--- config.mk ---
export PLATFORM = sky130hd
export DESIGN_NAME = player_motion_flat
export DESIGN_NICKNAME = d
export VERILOG_FILES = /design/src/rtl/fighter_pkg.sv /design/src/rtl/player_motion_if.sv /design/src/rtl/jump_arc.sv /design/src/rtl/player_motion.sv /design/src/flat_wrapper.sv
export SDC_FILE = /design/constraint.sdc
export NUM_CORES = 1
export LEC_CHECK = 0
export ABC_CLOCK_PERIOD_IN_PS = 8100
export BUFFER_PORTS_ARGS = -buffer_cell sky130_fd_sc_hd__buf_2
export CAP_MARGIN = 15
export CORE_AREA = 4 4 91 102
export DETAILED_ROUTE_END_ITERATION = 10
export DIE_AREA = 0 0 95 106
export PLACE_DENSITY = 0.84
export SLEW_MARGIN = 20
export SYNTH_ARGS = -nofsm -noshare
export SYNTH_HDL_FRONTEND = slang
export SYNTH_HIERARCHICAL = 1
export SYNTH_SLANG_ARGS = --single-unit
--- constraint.sdc ---
create_clock -name clk -period 8.1 [get_ports clk]
set_input_delay 1.62 -clock clk [delete_from_list [all_inputs] [get_ports clk]]
set_output_delay 1.62 -clock clk [all_outputs]
set_load 0.01 [all_outputs]
--- src/rtl/fighter_pkg.sv ---
// fighter_pkg: shared state encodings, screen constants and direction codes for fighter blocks
package fighter_pkg;
  typedef enum logic [2:0] {
    S_IDLE  = 3'd0,
    S_WALK  = 3'd1,
    S_AIR   = 3'd2,
    S_KNOCK = 3'd3,
    S_LAND  = 3'd4
  } state_t;
  localparam int SCREEN_GROUND_X = 40;
  localparam int SCREEN_GROUND_Y = 400;
  localparam int SCREEN_MIN_X    = 40;
  localparam int SCREEN_MAX_X    = 600;
  localparam logic DIR_LEFT  = 1'b0;
  localparam logic DIR_RIGHT = 1'b1;
endpackage

--- src/rtl/player_motion_if.sv ---
// player_motion_if: command inputs and position/status outputs of the player motion block
interface player_motion_if #(parameter int POS_WIDTH = 10);
  logic                 SCEN, move_enable, move_left, move_right, jump, hit, hit_from_right;
  logic [POS_WIDTH-1:0] opponent_x, pos_x, pos_y;
  logic                 facing_right, move_active, jump_active, land_pulse;
  logic [2:0]           state;
  modport master (
    output SCEN, move_enable, move_left, move_right, jump, hit, hit_from_right, opponent_x,
    input  pos_x, pos_y, facing_right, state, move_active, jump_active, land_pulse
  );
  modport slave (
    input  SCEN, move_enable, move_left, move_right, jump, hit, hit_from_right, opponent_x,
    output pos_x, pos_y, facing_right, state, move_active, jump_active, land_pulse
  );
endinterface

--- src/rtl/jump_arc.sv ---
// jump_arc: height/vertical-velocity integrator with landing detection
module jump_arc #(
  parameter int POS_WIDTH = 10,
  parameter int VEL_WIDTH = 6,
  parameter int JUMP_V0   = 12,
  parameter int GRAVITY   = 1
) (
  input  logic                 clk,
  input  logic                 reset_n,
  input  logic                 i_start,
  input  logic                 i_step,
  output logic [POS_WIDTH-1:0] o_h,
  output logic                 o_landed,
  output logic                 o_moving
);
  logic signed [VEL_WIDTH-1:0] r_vy;
  logic [POS_WIDTH-1:0]        r_h;
  logic signed [POS_WIDTH+1:0] w_hn;
  assign w_hn     = $signed({2'b00, r_h}) + (POS_WIDTH+2)'(r_vy);
  assign o_landed = w_hn[POS_WIDTH+1] || w_hn == '0;
  assign o_moving = i_step && (o_landed ? r_h != '0 : w_hn[POS_WIDTH-1:0] != r_h);
  assign o_h      = r_h;
  always_ff @(posedge clk or negedge reset_n)
    if (!reset_n) begin
      r_h  <= '0;
      r_vy <= '0;
    end else if (i_start) begin
      r_h  <= '0;
      r_vy <= VEL_WIDTH'(JUMP_V0);
    end else if (i_step) begin
      r_h  <= o_landed ? '0 : w_hn[POS_WIDTH-1:0];
      r_vy <= o_landed ? '0 : r_vy - VEL_WIDTH'(GRAVITY);
    end
endmodule

--- src/rtl/player_motion.sv ---
// player_motion: per-frame fighter movement FSM (walk, jump arc, knockback, landing recovery)
module player_motion
  import fighter_pkg::*;
#(
  parameter int POS_WIDTH    = 10,
  parameter int VEL_WIDTH    = 6,
  parameter int GROUND_X     = SCREEN_GROUND_X,
  parameter int GROUND_Y     = SCREEN_GROUND_Y,
  parameter int MIN_X        = SCREEN_MIN_X,
  parameter int MAX_X        = SCREEN_MAX_X,
  parameter int WALK_SPEED   = 2,
  parameter int JUMP_V0      = 12,
  parameter int GRAVITY      = 1,
  parameter int KNOCK_SPEED  = 4,
  parameter int KNOCK_FRAMES = 8,
  parameter int LAND_FRAMES  = 2,
  parameter int MIN_SEP      = 32
) (
  input logic             clk,
  input logic             reset_n,
  player_motion_if.slave  bus
);
  localparam int XW = POS_WIDTH + 2;
  localparam logic signed [XW-1:0] L_MIN = XW'(MIN_X), L_MAX = XW'(MAX_X), L_SEP = XW'(MIN_SEP);
  localparam logic signed [XW-1:0] L_WALK = XW'(WALK_SPEED), L_KNOCK = XW'(KNOCK_SPEED);
  state_t                      r_state;
  logic [POS_WIDTH-1:0]        r_pos_x, w_h, w_x_cl, w_x_next;
  logic signed [VEL_WIDTH-1:0] r_vx;
  logic [7:0]                  r_cnt;
  logic                        r_facing, r_move, r_land, r_kdir;
  logic                        w_ground, w_go_air, w_walk, w_kdir, w_step, w_landed, w_y_moving;
  logic                        w_wall, w_block;
  logic signed [XW-1:0]        w_delta, w_xc, w_dist;
  assign w_ground = r_state == S_IDLE || r_state == S_WALK;
  assign w_go_air = w_ground && !bus.hit && bus.jump && bus.move_enable;
  assign w_walk   = w_ground && !bus.hit && !bus.jump && bus.move_enable && (bus.move_left ^ bus.move_right);
  assign w_kdir   = bus.hit ? (bus.hit_from_right ? DIR_LEFT : DIR_RIGHT) : r_kdir;
  assign w_step   = bus.SCEN && r_state == S_AIR;
  // Clamp before the separation check so a wall-limited step is judged at its real landing x
  always_comb begin
    w_delta  = r_state == S_AIR ? XW'(r_vx)
             : r_state == S_KNOCK ? (w_kdir == DIR_RIGHT ? L_KNOCK : -L_KNOCK)
             : w_walk ? (bus.move_right ? L_WALK : -L_WALK) : '0;
    w_xc     = $signed({2'b00, r_pos_x}) + w_delta;
    w_wall   = w_xc < L_MIN || w_xc > L_MAX;
    w_x_cl   = w_xc < L_MIN ? POS_WIDTH'(MIN_X) : w_xc > L_MAX ? POS_WIDTH'(MAX_X) : w_xc[POS_WIDTH-1:0];
    w_dist   = $signed({2'b00, w_x_cl}) - $signed({2'b00, bus.opponent_x});
    w_block  = w_walk && (bus.move_right ? bus.opponent_x > r_pos_x : bus.opponent_x < r_pos_x)
               && w_dist < L_SEP && w_dist > -L_SEP;
    w_x_next = w_block ? r_pos_x : w_x_cl;
  end
  jump_arc #(
    .POS_WIDTH(POS_WIDTH), .VEL_WIDTH(VEL_WIDTH), .JUMP_V0(JUMP_V0), .GRAVITY(GRAVITY)
  ) u_arc (
    .clk(clk), .reset_n(reset_n), .i_start(bus.SCEN && w_go_air), .i_step(w_step),
    .o_h(w_h), .o_landed(w_landed), .o_moving(w_y_moving)
  );
  always_ff @(posedge clk or negedge reset_n)
    if (!reset_n) begin
      r_state  <= S_IDLE;
      r_pos_x  <= POS_WIDTH'(GROUND_X);
      r_vx     <= '0;
      r_cnt    <= '0;
      r_facing <= 1'b1;
      r_move   <= 1'b0;
      r_land   <= 1'b0;
      r_kdir   <= DIR_LEFT;
    end else begin
      r_land <= w_step && w_landed;
      if (bus.SCEN) begin
        r_pos_x <= w_x_next;
        r_move  <= w_x_next != r_pos_x || w_y_moving;
        if (r_state != S_AIR && r_state != S_KNOCK && bus.opponent_x != r_pos_x)
          r_facing <= bus.opponent_x > r_pos_x;
        case (r_state)
          S_IDLE, S_WALK: begin
            r_cnt   <= '0;
            r_kdir  <= w_kdir;
            r_vx    <= !(bus.move_left ^ bus.move_right) ? '0
                     : bus.move_right ? VEL_WIDTH'(WALK_SPEED) : -VEL_WIDTH'(WALK_SPEED);
            r_state <= bus.hit ? S_KNOCK : w_go_air ? S_AIR : w_walk ? S_WALK : S_IDLE;
          end
          S_AIR: begin
            r_cnt <= '0;
            r_vx  <= w_landed ? '0
                   : bus.hit ? (w_kdir == DIR_RIGHT ? VEL_WIDTH'(KNOCK_SPEED) : -VEL_WIDTH'(KNOCK_SPEED))
                   : w_wall ? '0 : r_vx;
            if (w_landed) r_state <= S_LAND;
          end
          S_KNOCK: begin
            r_kdir <= w_kdir;
            r_cnt  <= bus.hit || r_cnt == 8'(KNOCK_FRAMES-1) ? '0 : r_cnt + 8'd1;
            if (!bus.hit && r_cnt == 8'(KNOCK_FRAMES-1)) r_state <= S_IDLE;
          end
          default: begin
            r_kdir  <= w_kdir;
            r_cnt   <= bus.hit || r_cnt == 8'(LAND_FRAMES-1) ? '0 : r_cnt + 8'd1;
            r_state <= bus.hit ? S_KNOCK : r_cnt == 8'(LAND_FRAMES-1) ? S_IDLE : S_LAND;
          end
        endcase
      end
    end
  assign bus.pos_x        = r_pos_x;
  assign bus.pos_y        = POS_WIDTH'(GROUND_Y) - w_h;
  assign bus.facing_right = r_facing;
  assign bus.state        = r_state;
  assign bus.move_active  = r_move;
  assign bus.jump_active  = r_state == S_AIR;
  assign bus.land_pulse   = r_land;
endmodule
--- src/flat_wrapper.sv ---
// flat-port wrapper written by rule: the top's interface ports become plain ports
module player_motion_flat import fighter_pkg::*;
#(
  parameter int POS_WIDTH    = 10,
  parameter int VEL_WIDTH    = 6,
  parameter int GROUND_X     = SCREEN_GROUND_X,
  parameter int GROUND_Y     = SCREEN_GROUND_Y,
  parameter int MIN_X        = SCREEN_MIN_X,
  parameter int MAX_X        = SCREEN_MAX_X,
  parameter int WALK_SPEED   = 2,
  parameter int JUMP_V0      = 12,
  parameter int GRAVITY      = 1,
  parameter int KNOCK_SPEED  = 4,
  parameter int KNOCK_FRAMES = 8,
  parameter int LAND_FRAMES  = 2,
  parameter int MIN_SEP      = 32
)
  (clk, reset_n, bus_SCEN, bus_move_enable, bus_move_left, bus_move_right, bus_jump, bus_hit, bus_hit_from_right, bus_opponent_x, bus_pos_x, bus_pos_y, bus_facing_right, bus_state, bus_move_active, bus_jump_active, bus_land_pulse);
  player_motion_if #(.POS_WIDTH(POS_WIDTH)) bus_i ();
  input logic clk;
  input logic reset_n;
  input wire logic [$bits(bus_i.SCEN)-1:0] bus_SCEN;
  input wire logic [$bits(bus_i.move_enable)-1:0] bus_move_enable;
  input wire logic [$bits(bus_i.move_left)-1:0] bus_move_left;
  input wire logic [$bits(bus_i.move_right)-1:0] bus_move_right;
  input wire logic [$bits(bus_i.jump)-1:0] bus_jump;
  input wire logic [$bits(bus_i.hit)-1:0] bus_hit;
  input wire logic [$bits(bus_i.hit_from_right)-1:0] bus_hit_from_right;
  input wire logic [$bits(bus_i.opponent_x)-1:0] bus_opponent_x;
  output wire logic [$bits(bus_i.pos_x)-1:0] bus_pos_x;
  output wire logic [$bits(bus_i.pos_y)-1:0] bus_pos_y;
  output wire logic [$bits(bus_i.facing_right)-1:0] bus_facing_right;
  output wire logic [$bits(bus_i.state)-1:0] bus_state;
  output wire logic [$bits(bus_i.move_active)-1:0] bus_move_active;
  output wire logic [$bits(bus_i.jump_active)-1:0] bus_jump_active;
  output wire logic [$bits(bus_i.land_pulse)-1:0] bus_land_pulse;
  assign bus_i.SCEN = bus_SCEN;
  assign bus_i.move_enable = bus_move_enable;
  assign bus_i.move_left = bus_move_left;
  assign bus_i.move_right = bus_move_right;
  assign bus_i.jump = bus_jump;
  assign bus_i.hit = bus_hit;
  assign bus_i.hit_from_right = bus_hit_from_right;
  assign bus_i.opponent_x = bus_opponent_x;
  assign bus_pos_x = bus_i.pos_x;
  assign bus_pos_y = bus_i.pos_y;
  assign bus_facing_right = bus_i.facing_right;
  assign bus_state = bus_i.state;
  assign bus_move_active = bus_i.move_active;
  assign bus_jump_active = bus_i.jump_active;
  assign bus_land_pulse = bus_i.land_pulse;
  player_motion #(.POS_WIDTH(POS_WIDTH), .VEL_WIDTH(VEL_WIDTH), .GROUND_X(GROUND_X), .GROUND_Y(GROUND_Y), .MIN_X(MIN_X), .MAX_X(MAX_X), .WALK_SPEED(WALK_SPEED), .JUMP_V0(JUMP_V0), .GRAVITY(GRAVITY), .KNOCK_SPEED(KNOCK_SPEED), .KNOCK_FRAMES(KNOCK_FRAMES), .LAND_FRAMES(LAND_FRAMES), .MIN_SEP(MIN_SEP)) u_core (.clk(clk), .reset_n(reset_n), .bus(bus_i));
endmodule
==> impl_summary.txt, run 1 <==
----------------------------------------------------
[Run status]
  Status ... complete, no violations

[Clock tree]
  Clock tree from TritonCTS ... done
  Number of buffers on the longest clock path ... 2
  Number of H-tree levels ... 2
  Clock-pin slew on the worst setup and hold paths ... 0.08 ns
  TritonCTS buffer count ... 5
  Worst-skew pair later-pin latency ... 0.29 ns
  Root Buffer Master ... sky130_fd_sc_hd__clkbuf_8
  CTS Sinks ... 44
  Number of hold buffers added after cts ... 0

[Final layout]
  # nets final ... 692
  Diode count ... 0
  Fraction of layout instances using a drive strength above 1 ... 0.1907
  Area growth from synthesis to layout ... 10.14%

[Timing]
  Fmax ... 130.0 MHz
  Setup violation total in the final timing report ... 0
  Final number of max-transition violations ... 0
  Setup TNS Final ... 0 ns
  Skew final ... 0.009780 ns
  Transition time at the pin with the least slew margin ... 0.9216 ns
  Clock period minus final worst setup slack ... 7.690 ns
  Final-report hold violation count ... 0
  Crit share post-route ... 0.9494
  Worst hold-check slack ... 0.5010 ns
  Max transition margin ... 0.3833
  Setup repair after global routing missed its margin ... yes

[Logic synthesis]
  Flip-flop and latch count after synthesis ... 44
  Fraction of registers with async set or reset after synthesis ... 1.000
  Fraction of synthesized cell area taken by the top area cell type ... 0.2084
  Number of flops mapped to enable cells by yosys ... 0
  Post-Synthesis Cell Area ... 4922 um2
  Leading register cell type out of synthesis ... sky130_fd_sc_hd__dfrtp_1
  Synth top area cells ... sky130_fd_sc_hd__dfrtp_1 (21%), sky130_fd_sc_hd__ha_1 (12%), sky130_fd_sc_hd__xnor2_1 (4.1%)
  Cell types with the highest counts after synthesis ... sky130_fd_sc_hd__inv_1 (52), sky130_fd_sc_hd__ha_1 (47), sky130_fd_sc_hd__dfrtp_1 (41)
  Fraction of the yosys area taken by sequential cells ... 0.2245
  Yosys cell types ... 93
  Cells after Synth ... 572
  Library cell with the highest instance count after synthesis ... sky130_fd_sc_hd__inv_1
  Yosys warning count ... 6
  Cell taking the most area after synthesis ... sky130_fd_sc_hd__dfrtp_1
  Post-synthesis average cell area ... 8.605 um2
  Synthesized Nets ... 641

[Place]
  Final HPWL from detailed placement ... 10180 um
  GPL Wtd Cong ... 1.002
  Number of buffer cells added on primary ports ... 45

[Setup path]
  Worst-path maximum fanout ... 10
  Most common cell on crit path ... sky130_fd_sc_hd__ha_1
  Category of the worst setup path capture point ... flop
  Critical path data required time ... 8.27 ns
  Delay of the slowest critical-path stage ... 0.56 ns
  Arrival @ worst endpoint ... 7.86 ns
  Cell with the largest stage delay on the worst path ... sky130_fd_sc_hd__or4b_4
  Dominant delay contributor by cell family on the critical path ... compound AO/OA/AOI/OAI gates
  Type of origin of the critical path ... primary input
  Critical Setup Path Class ... in2reg
  Total buffers and inverters traversed by the critical path ... 4

[Floorplan]
  Initial standard-cell utilization of the core ... 0.5979
  Placement row count ... 35
  I/O pin count ... 46
  Width of the die ... 95 um
  Die area ... 10070 um2
  Core ar. ... 8233 um2
  Die Y ... 106 um

[Global routing]
  First-pass GRT wire length ... 21160 um
  Number of antenna violations at the first check in global routing ... 0
  Vias in the first global route ... 4473
  Global route total overflow ... 0
  Pin count of the biggest net entering global routing ... 45
  Global router's overall resource usage ... 0.2591

[Run]
  Number of max-capacitance violations reported ... 0

[Detailed routing]
  WL per Instance ... 17.60 um
  Vias per std cell ... 6.461
  Overall routed net length ... 12940 um
  Post-route antenna net violation count ... 0
  Count of unresolved DRC violations after routing ... 0
  Number of DRC violations after detailed-routing iteration 0 ... 302
  Via count of the routed design ... 4749
  Number of detailed-routing iterations run before antenna repair ... 5

[Worst hold path]
  HP Class ... reg2reg

----------------------------------------------------
[per-layer routing]
metal / global-route usage / vias up / share of wire
li1: - / 2247 / -
met1: 0.3272 / 2264 / 0.41
met2: 0.4458 / 195 / 0.50
met3: 0.02689 / 43 / 0.055
met4: 0.1062 / 0 / 0.038
met5: 0 / - / 0
[flip-flops by register name, indices dropped and copies added (netlist names)]
name / cells
u_core/bus.land_pulse: 1
u_core/bus.facing_right: 1
u_core/u_arc/r_vy: 6
u_core/u_arc/o_h: 10
u_core/bus.move_active: 1
u_core/bus.pos_x: 10
u_core/r_kdir: 1
u_core/bus.state: 3
u_core/r_vx: 3
u_core/r_cnt: 8
[final timing paths]
kind	endpoint	cells after the start	slack [ns]	from
worst min-delay path	u_core/r_vx[2]$_DFFE_PN0P_	1	0.50	u_core/r_vx[2]$_DFFE_PN0P_
worst min register to register	u_core/r_vx[2]$_DFFE_PN0P_	1	0.50	u_core/r_vx[2]$_DFFE_PN0P_
worst max-delay path	u_core/bus.pos_x[7]$_DFFE_PN0P_	27	0.41	bus_move_right
min in group asynchronous	u_core/u_arc/o_h[8]$_DFFE_PN0P_	1	1.31	reset_n
worst max register to register	u_core/bus.pos_x[7]$_DFFE_PN0P_	24	1.67	u_core/bus.state[2]$_DFFE_PN0P_
max in group asynchronous	u_core/r_cnt[7]$_DFFE_PN0P_	1	6.40	reset_n
[cells by family after synthesis]
kind of cell    count (synthesis)  synth area share
compound gates                167            0.2496
xor+xnor                       33           0.06634
fa+ha+maj                      50            0.1317
buf+inv                        66           0.05694
flops                          44            0.2245
mux                            21           0.04601
simple gates                  191            0.2250
[metrics by stage]
stage | worst slack [ns] | utilization | instance area (um2) | instances
floorplan | 0.5324 | - | 4922 | 572
finish | 0.4100 | 0.6585 | 5421 | 735
CTS | 0.1881 | 0.6546 | 5389 | 734
global route | -0.03459 | 0.6585 | 5421 | 735
detailed placement | -0.2912 | 0.6427 | 5291 | 726
global placement | 0.07931 | 0.6427 | 5291 | 726
[area by class of cell]
type,instances,area (um2)
inverters,52,195.2
clock buffers,8,90.09
fillers,737,2811
repair buffers,58,325.3
multi-input cells,462,3567
flip-flops and latches,44,1105
well taps,111,138.9
[layout by cell type (no fill, tap or decap), drive strengths merged, types with 9 or more instances in the layout]
master,netlist,layout
buf,5,58
inv,52,52
ha,47,47
dfrtp,41,41
nand2,38,38
a21oi,34,34
o21ai,32,32
nor2,31,31
xnor2,23,23
nand3,16,16
nor3,15,15
a21o,14,14
mux2,13,13
nand2b,11,11
o31ai,11,11
and3,10,10
xor2,10,10
nor4,10,10
nand4,9,9
o211ai,9,9
and2,9,9
[repair_timing]
action / 4_1_cts / 5_1_grt
setup endpoints to repair: 1 / 10
pin swaps: 0 / 1
setup buffers: 0 / 1
resized for setup: 1 / 5
gates cloned: 0 / 0
Power of run 1 is left out: the tool's default activity adds up to more than one toggle a clock period on the data nets, which glitch-free logic cannot reach.
==> inputs of run 2 (changes only) <==
--- a/config.mk
+++ b/config.mk
@@ -5,13 +5,14 @@
 export SDC_FILE = /design/constraint.sdc
 export NUM_CORES = 1
 export LEC_CHECK = 0
+export ABC_AREA = 1
 export ABC_CLOCK_PERIOD_IN_PS = 8100
 export BUFFER_PORTS_ARGS = -buffer_cell sky130_fd_sc_hd__buf_2
 export CAP_MARGIN = 15
-export CORE_AREA = 4 4 91 102
+export CORE_AREA = 4 4 93 104
 export DETAILED_ROUTE_END_ITERATION = 10
-export DIE_AREA = 0 0 95 106
-export PLACE_DENSITY = 0.84
+export DIE_AREA = 0 0 97 108
+export PLACE_DENSITY = 0.85
 export SLEW_MARGIN = 20
 export SYNTH_ARGS = -nofsm -noshare
 export SYNTH_HDL_FRONTEND = slang
==> run 2 against run 1 <==
  * Fmax grew 7.1%
  * Synthesized cell count rose by 45%
  * Critical path depth up 14
  * Setup slack better by 0.51 ns
  * Clock-buffer cell count fell by 3
  * First-iteration DRC count decreased by 23%
==> impl_summary.txt, run 2 <==
----------------------------------------------------
[Setup path]
  Capture point of the worst reg-to-reg path ... u_core/bus.move_active$_DFFE_PN0P_
  Worst-path maximum fanout ... 33 (+23)
  Critical path data required time ... 8.30 ns (+0.03 ns)
  Most common cell on crit path ... sky130_fd_sc_hd__nand2_1
  Delay of the slowest critical-path stage ... 0.56 ns (about the same)
  R2r worst-path depth ... 38 (+58%)
  R2R Setup Slk ... 2.24 ns (+0.57 ns)
  Critical Setup Path Class ... in2reg
  Type of origin of the critical path ... primary input
  Arrival @ worst endpoint ... 7.38 ns (-0.48 ns)
  Crit Reg-Reg Startpoint ... u_core/bus.state[2]$_DFFE_PN0P_
  Category of the worst setup path capture point ... flop
  Cell with the largest stage delay on the worst path ... sky130_fd_sc_hd__nand2_1

[Clock tree]
  Worst-skew pair later-pin latency ... 0.30 ns (about the same)
  Number of H-tree levels ... 2 (unchanged)
  Number of buffers on the longest clock path ... 2 (unchanged)
  TritonCTS buffer count ... 5 (unchanged)
  Number of resized instances in the post-cts repair step ... 0 (-1)
  Clock-pin slew on the worst setup and hold paths ... 0.09 ns (about the same)
  Post-CTS setup repair buffer count ... 0 (unchanged)
  CTS Sinks ... 44 (unchanged)
  Number of hold buffers added after cts ... 0 (unchanged)
  Clock tree from TritonCTS ... done
  Root Buffer Master ... sky130_fd_sc_hd__clkbuf_8

[Place]
  Post-DP Area ... 5529 um2 (+4.5%)
  GPL Wtd Cong ... 0.9403 (-6.1%)
  Number of buffer cells added on primary ports ... 45 (unchanged)
  Final HPWL from detailed placement ... 10440 um (+2.5%)

[Logic synthesis]
  Synthesized Nets ... 900 (+40%)
  Fraction of the yosys area taken by sequential cells ... 0.2122 (-0.01224)
  Cells after Synth ... 831 (+45%)
  Post-synthesis average cell area ... 6.265 um2 (-27%)
  Cell taking the most area after synthesis ... sky130_fd_sc_hd__dfrtp_1
  Post-Synthesis Cell Area ... 5206 um2 (+5.8%)
  Fraction of synthesized cell area taken by the top area cell type ... 0.1971 (-0.01137)
  Cell types with the highest counts after synthesis ... sky130_fd_sc_hd__nand2_1 (252), sky130_fd_sc_hd__inv_1 (136), sky130_fd_sc_hd__nand3_1 (89)
  Leading register cell type out of synthesis ... sky130_fd_sc_hd__dfrtp_1
  Fraction of registers with async set or reset after synthesis ... 1.000 (unchanged)
  Number of flops mapped to enable cells by yosys ... 0 (unchanged)
  Flip-flop and latch count after synthesis ... 44 (unchanged)
  Synth top area cells ... sky130_fd_sc_hd__dfrtp_1 (20%), sky130_fd_sc_hd__nand2_1 (18%), sky130_fd_sc_hd__ha_1 (11%)
  Library cell with the highest instance count after synthesis ... sky130_fd_sc_hd__nand2_1
  Yosys cell types ... 46 (-51%)
  Yosys warning count ... 6 (unchanged)

[Final layout]
  Highest-count cells in the layout ignoring fill and taps ... sky130_fd_sc_hd__nand2_1 (252), sky130_fd_sc_hd__inv_1 (136), sky130_fd_sc_hd__nand3_1 (89)
  Diode count ... 0 (unchanged)
  Fraction of layout instances using a drive strength above 1 ... 0.1368 (-0.05388)
  Most common cell after layout, fill and taps aside ... sky130_fd_sc_hd__nand2_1
  # nets final ... 945 (+37%)
  Area growth from synthesis to layout ... 8.460%
  Final standard cell area without fillers ... 5647 um2 (+4.2%)

[Detailed routing]
  Via count of the routed design ... 5330 (+12%)
  Number of detailed-routing iterations run before antenna repair ... 7 (+2)
  Post-route antenna net violation count ... 0 (unchanged)
  Vias per std cell ... 5.378 (-17%)
  Count of unresolved DRC violations after routing ... 0 (unchanged)
  WL per Instance ... 12.99 um (-26%)
  Overall routed net length ... 12870 um (-0.49%)
  Number of DRC violations after detailed-routing iteration 0 ... 232 (-23%)

[Worst hold path]
  Worst hold path startpoint ... u_core/bus.move_active$_DFFE_PN0P_
  HP Class ... reg2reg
  Worst-case hold path end point ... u_core/bus.move_active$_DFFE_PN0P_
  Cells on Worst Hold Path ... 2 (+1)

[Floorplan]
  Initial standard-cell utilization of the core ... 0.5989 (+0.001005)
  Core ar. ... 8693 um2 (+5.6%)
  Placement row count ... 36 (+2.9%)
  Die Y ... 108 um (+1.9%)
  Die area ... 10480 um2 (+4.0%)
  I/O pin count ... 46 (unchanged)
  Width of the die ... 97 um (+2.1%)

[Run]
  Number of max-capacitance violations reported ... 0 (unchanged)

[Timing]
  Clock period minus final worst setup slack ... 7.178 ns (-0.5116 ns)
  Final-report hold violation count ... 0 (unchanged)
  Final number of max-transition violations ... 0 (unchanged)
  Skew final ... 0.003684 ns (-0.006096 ns)
  Max transition margin ... 0.3576 (-0.02569)
  Crit share post-route ... 0.8862 (-0.06316)
  Setup repair after global routing missed its margin ... no
  Setup violation total in the final timing report ... 0 (unchanged)
  Worst hold-check slack ... 0.5196 ns (+0.01865 ns)
  Transition time at the pin with the least slew margin ... 0.9612 ns (+0.03961 ns)
  Fmax ... 139.3 MHz (+7.1%)
  Setup TNS Final ... 0 ns (unchanged)

[Global routing]
  Global router's overall resource usage ... 0.2481 (-0.01100)
  Global route total overflow ... 0 (unchanged)
  Pin count of the biggest net entering global routing ... 45 (unchanged)
  First-pass GRT wire length ... 21940 um (+3.7%)
  Vias in the first global route ... 5048 (+13%)
  Number of antenna violations at the first check in global routing ... 0 (unchanged)

[Run status]
  Status ... complete, no violations

----------------------------------------------------
run 2: cell types whose count changed after synthesis, sizes merged, moves of 9 or more:
cell    previous run  this run
xnor2             23         5
and2               9         0
nand2b            11         0
o31ai             11         2
nand2             38       268
inv               52       156
nor2              31        71
mux2              13         1
nor3              15         4
a21o              14         0
nand3             16        98
run 2: logic make-up after synthesis:
kind of cell | Yosys count | share of synthesized area
adders and majority gates | 50 | 0.1245
AOI/OAI and AO/OA | 84 | 0.09517
and+or+nand+nor | 465 | 0.4018
buffers and inverters | 165 | 0.1240
muxes | 2 | 0.004085
DFF | 44 | 0.2122
xor gates and xnor gates | 21 | 0.03821
run 2: area by class of cell:
cell class,instances,area (um2)
Multi-Input combinational cell,622,3456
Tap cell,114,142.6
Sequential cell,44,1105
Clock buffer,5,68.82
Clock inverter,3,46.29
Fill cell,801,3047
Inverter,156,585.6
Timing Repair Buffer,47,242.7
run 2: per-stage QoR:
stage	setup WS (ns)	cells	utilization
floorplan	1.861	831	-
global placement	0.9173	983	0.6360
detailed placement	0.7162	983	0.6360
CTS	0.9947	991	0.6493
global route	0.3031	991	0.6495
finish	0.9215	991	0.6495
run 2: worst max-delay path by stage:
stage / from / endpoint / slack [ns] / cells after the start
after floorplan: bus_move_right / u_core/bus.pos_x[4]$_DFFE_PN0P_ / 1.86 / 38
after global placement: bus_move_right / u_core/bus.move_active$_DFFE_PN0P_ / 0.92 / 41
after detailed placement: bus_move_right / u_core/bus.move_active$_DFFE_PN0P_ / 0.72 / 41
after CTS: bus_move_right / u_core/bus.move_active$_DFFE_PN0P_ / 0.99 / 41
after global routing: bus_move_right / u_core/bus.move_active$_DFFE_PN0P_ / 0.30 / 41
final: bus_move_right / u_core/bus.move_active$_DFFE_PN0P_ / 0.92 / 41
run 2: layer usage:
| metal | GRT usage | routed length (um) | up-vias |
|---|---|---|---|
| li1 | - | - | 2732 |
| met1 | 0.2856 | 5197 | 2413 |
| met2 | 0.4655 | 6767 | 146 |
| met3 | 0.03097 | 501 | 39 |
| met4 | 0.1023 | 407 | 0 |
| met5 | 0 | 0 | - |
run 2: critical path, delay by kind of cell:
family                   cells  cell delay (ns)
adder cells (fa/ha/maj)      4             1.18
AO/OA/AOI/OAI                4             0.88
buffers and inverters        7             0.50
AND/OR/NAND/NOR             26             3.18
Power of run 2 is left out for the same reason.
==> inputs of run 3 (changes only) <==
--- a/config.mk
+++ b/config.mk
@@ -9,10 +9,10 @@
 export ABC_CLOCK_PERIOD_IN_PS = 8100
 export BUFFER_PORTS_ARGS = -buffer_cell sky130_fd_sc_hd__buf_2
 export CAP_MARGIN = 15
-export CORE_AREA = 4 4 93 104
+export CORE_AREA = 4 4 131 146
 export DETAILED_ROUTE_END_ITERATION = 10
-export DIE_AREA = 0 0 97 108
-export PLACE_DENSITY = 0.85
+export DIE_AREA = 0 0 135 150
+export PLACE_DENSITY = 0.49
 export SLEW_MARGIN = 20
 export SYNTH_ARGS = -nofsm -noshare
 export SYNTH_HDL_FRONTEND = slang
==> run 3 against run 2 <==
  * Via count decreased by 3.6%
  * Register-to-register slack improved by 0.12 ns
  * Setup slack improved by 0.12 ns
  * Sequential share of layout area decreased by 0.71 points
  * First-iteration DRC count unchanged
  * Sequential cell count unchanged
  * Global-route usage decreased by 9.9 points
  * Core utilization decreased by 32 points
  * Die area increased by 93%
  * Non-clock buffer count unchanged
  * Clock-buffer cell count unchanged
  * Critical path depth increased by 1
  * Critical endpoint unchanged
==> impl_summary.txt, run 3 (synthesized netlist as in run 2, its figures left out) <==
----------------------------------------------------
[Run status]
  Status ... complete, no violations

[Global routing]
  Global router's overall resource usage ... 0.1486 (-0.09946)
  Pin count of the biggest net entering global routing ... 45 (unchanged)
  Global route total overflow ... 0 (unchanged)
  First-pass GRT wire length ... 24370 um (+11%)
  Number of antenna violations at the first check in global routing ... 0 (unchanged)
  Vias in the first global route ... 4969 (-1.6%)

[Timing]
  Setup repair after global routing missed its margin ... no
  Crit share post-route ... 0.8717 (-0.01449)
  Final number of max-transition violations ... 0 (unchanged)
  Max transition margin ... 0.5300 (+0.1723)
  Transition time at the pin with the least slew margin ... 0.7024 ns (-0.2588 ns)
  Skew final ... 0.004972 ns (+0.001288 ns)
  Clock period minus final worst setup slack ... 7.061 ns (-0.1174 ns)
  Final-report hold violation count ... 0 (unchanged)
  Fmax ... 141.6 MHz (+1.7%)
  Setup TNS Final ... 0 ns (unchanged)
  Setup violation total in the final timing report ... 0 (unchanged)

[Run]
  Number of max-capacitance violations reported ... 0 (unchanged)

[Clock tree]
  Number of resized instances in the post-cts repair step ... 0 (unchanged)
  Clock-pin slew on the worst setup and hold paths ... 0.07 ns (-0.02 ns)
  Number of buffers on the longest clock path ... 2 (unchanged)
  Clock tree from TritonCTS ... done
  TritonCTS buffer count ... 5 (unchanged)
  Worst-skew pair later-pin latency ... 0.30 ns (about the same)
  Post-CTS setup repair buffer count ... 0 (unchanged)
  Number of H-tree levels ... 2 (unchanged)
  CTS Sinks ... 44 (unchanged)
  Root Buffer Master ... sky130_fd_sc_hd__clkbuf_16
  Number of hold buffers added after cts ... 0 (unchanged)

[Final layout]
  Most common cell after layout, fill and taps aside ... sky130_fd_sc_hd__nand2_1
  Number of fill cells ... 1972 (+150%)
  Final standard cell area without fillers ... 5859 um2 (+3.8%)
  # nets final ... 945 (unchanged)
  Area growth from synthesis to layout ... 12.55%
  Highest-count cells in the layout ignoring fill and taps ... sky130_fd_sc_hd__nand2_1 (252), sky130_fd_sc_hd__inv_1 (136), sky130_fd_sc_hd__nand3_1 (89)
  Diode count ... 0 (unchanged)
  Post-Layout Cell Count ... 1115 (+13%)
  Fraction of layout instances using a drive strength above 1 ... 0.1368 (unchanged)

[Setup path]
  Arrival @ worst endpoint ... 7.25 ns (-0.13 ns)
  Category of the worst setup path capture point ... flop
  Most common cell on crit path ... sky130_fd_sc_hd__nand2_1
  R2R Setup Slk ... 2.36 ns (+0.12 ns)
  Delay of the slowest critical-path stage ... 0.42 ns (-0.14 ns)
  R2r worst-path depth ... 36 (-5.3%)
  Capture point of the worst reg-to-reg path ... u_core/bus.move_active$_DFFE_PN0P_
  Critical Path Source ... bus_move_right
  Type of origin of the critical path ... primary input
  Crit Reg-Reg Startpoint ... u_core/bus.state[2]$_DFFE_PN0P_
  Critical path data required time ... 8.29 ns (about the same)
  Cell with the largest stage delay on the worst path ... sky130_fd_sc_hd__fa_1
  Worst-path maximum fanout ... 22 (-33%)
  Critical Setup Path Class ... in2reg

[Worst hold path]
  Worst-case hold path end point ... u_core/r_kdir$_DFFE_PN0P_
  HP Class ... reg2reg
  Cells on Worst Hold Path ... 2 (unchanged)
  Worst hold path startpoint ... u_core/r_kdir$_DFFE_PN0P_

[Place]
  Post-DP Area ... 5684 um2 (+2.8%)
  Placed Instances ... 1107 (+13%)
  GPL Wtd Cong ... 0.8530 (-9.3%)
  Final HPWL from detailed placement ... 11950 um (+15%)
  Number of buffer cells added on primary ports ... 45 (unchanged)

[Detailed routing]
  Number of DRC violations after detailed-routing iteration 0 ... 232 (unchanged)
  Post-route antenna net violation count ... 0 (unchanged)
  WL per Instance ... 13.07 um (+0.60%)
  Overall routed net length ... 14570 um (+13%)
  Count of unresolved DRC violations after routing ... 0 (unchanged)
  Via count of the routed design ... 5136 (-3.6%)
  Number of detailed-routing iterations run before antenna repair ... 5 (-2)
  Vias per std cell ... 4.606 (-14%)

[Floorplan]
  Die Y ... 150 um (+39%)
  Initial standard-cell utilization of the core ... 0.2967 (-0.3022)
  Placement row count ... 51 (+42%)
  Core ar. ... 17550 um2 (+100%)
  I/O pin count ... 46 (unchanged)
  Width of the die ... 135 um (+39%)
  Die area ... 20250 um2 (+93%)

----------------------------------------------------
[run 3: cell count changes in the layout (fill, tap and decap cells not counted), sizes merged]
cell / previous run / this run
inv: 157 / 158
clkinvlp: 1 / 0
[run 3: area by class of cell]
class,count,area (um2),area share
clock inverter,3,50.05,0.008542
clock buffer,5,125.1,0.02135
timing repair buffer,47,240.2,0.04100
inverter,156,585.6,0.09994
tap,238,297.8,0.05082
sequential,44,1105,0.1886
multi-input combinational,622,3456,0.5898
[run 3: critical path, delay by kind of cell]
kind                     cells  cell delay, ns
AND/OR/NAND/NOR             28            2.94
adder cells (fa/ha/maj)      4            1.19
buffers and inverters        7            0.83
AO/OA/AOI/OAI                3            0.66
[run 3: routing by layer]
layer  vias up  global-route usage  wire length [um]
li1       2733                   -                 -
met1      2324              0.1805              6547
met2        69              0.2795              7477
met3        10             0.01681               388
met4         0             0.03427               158
met5         -                   0                 0
[run 3: through the flow]
step | utilization | hold slack (ns) | setup slack [ns]
2_1_floorplan | - | 0.4680 | 1.861
3_3_place_gp | 0.3239 | 0.4880 | 0.8336
3_5_place_dp | 0.3239 | 0.4944 | 0.6888
4_1_cts | 0.3339 | 0.5110 | 0.9821
5_1_grt | 0.3339 | 0.5308 | 0.2233
6_report | 0.3339 | 0.5052 | 1.039
[run 3: how the worst max path moves through the flow]
stage,slack (ns),end
floorplan,1.86,u_core/bus.pos_x[4]$_DFFE_PN0P_
CTS,0.98,u_core/bus.move_active$_DFFE_PN0P_
detailed placement,0.69,u_core/bus.move_active$_DFFE_PN0P_
global route,0.22,u_core/bus.move_active$_DFFE_PN0P_
global placement,0.83,u_core/bus.move_active$_DFFE_PN0P_
finish,1.04,u_core/bus.move_active$_DFFE_PN0P_
Power of run 3 is left out for the same reason.
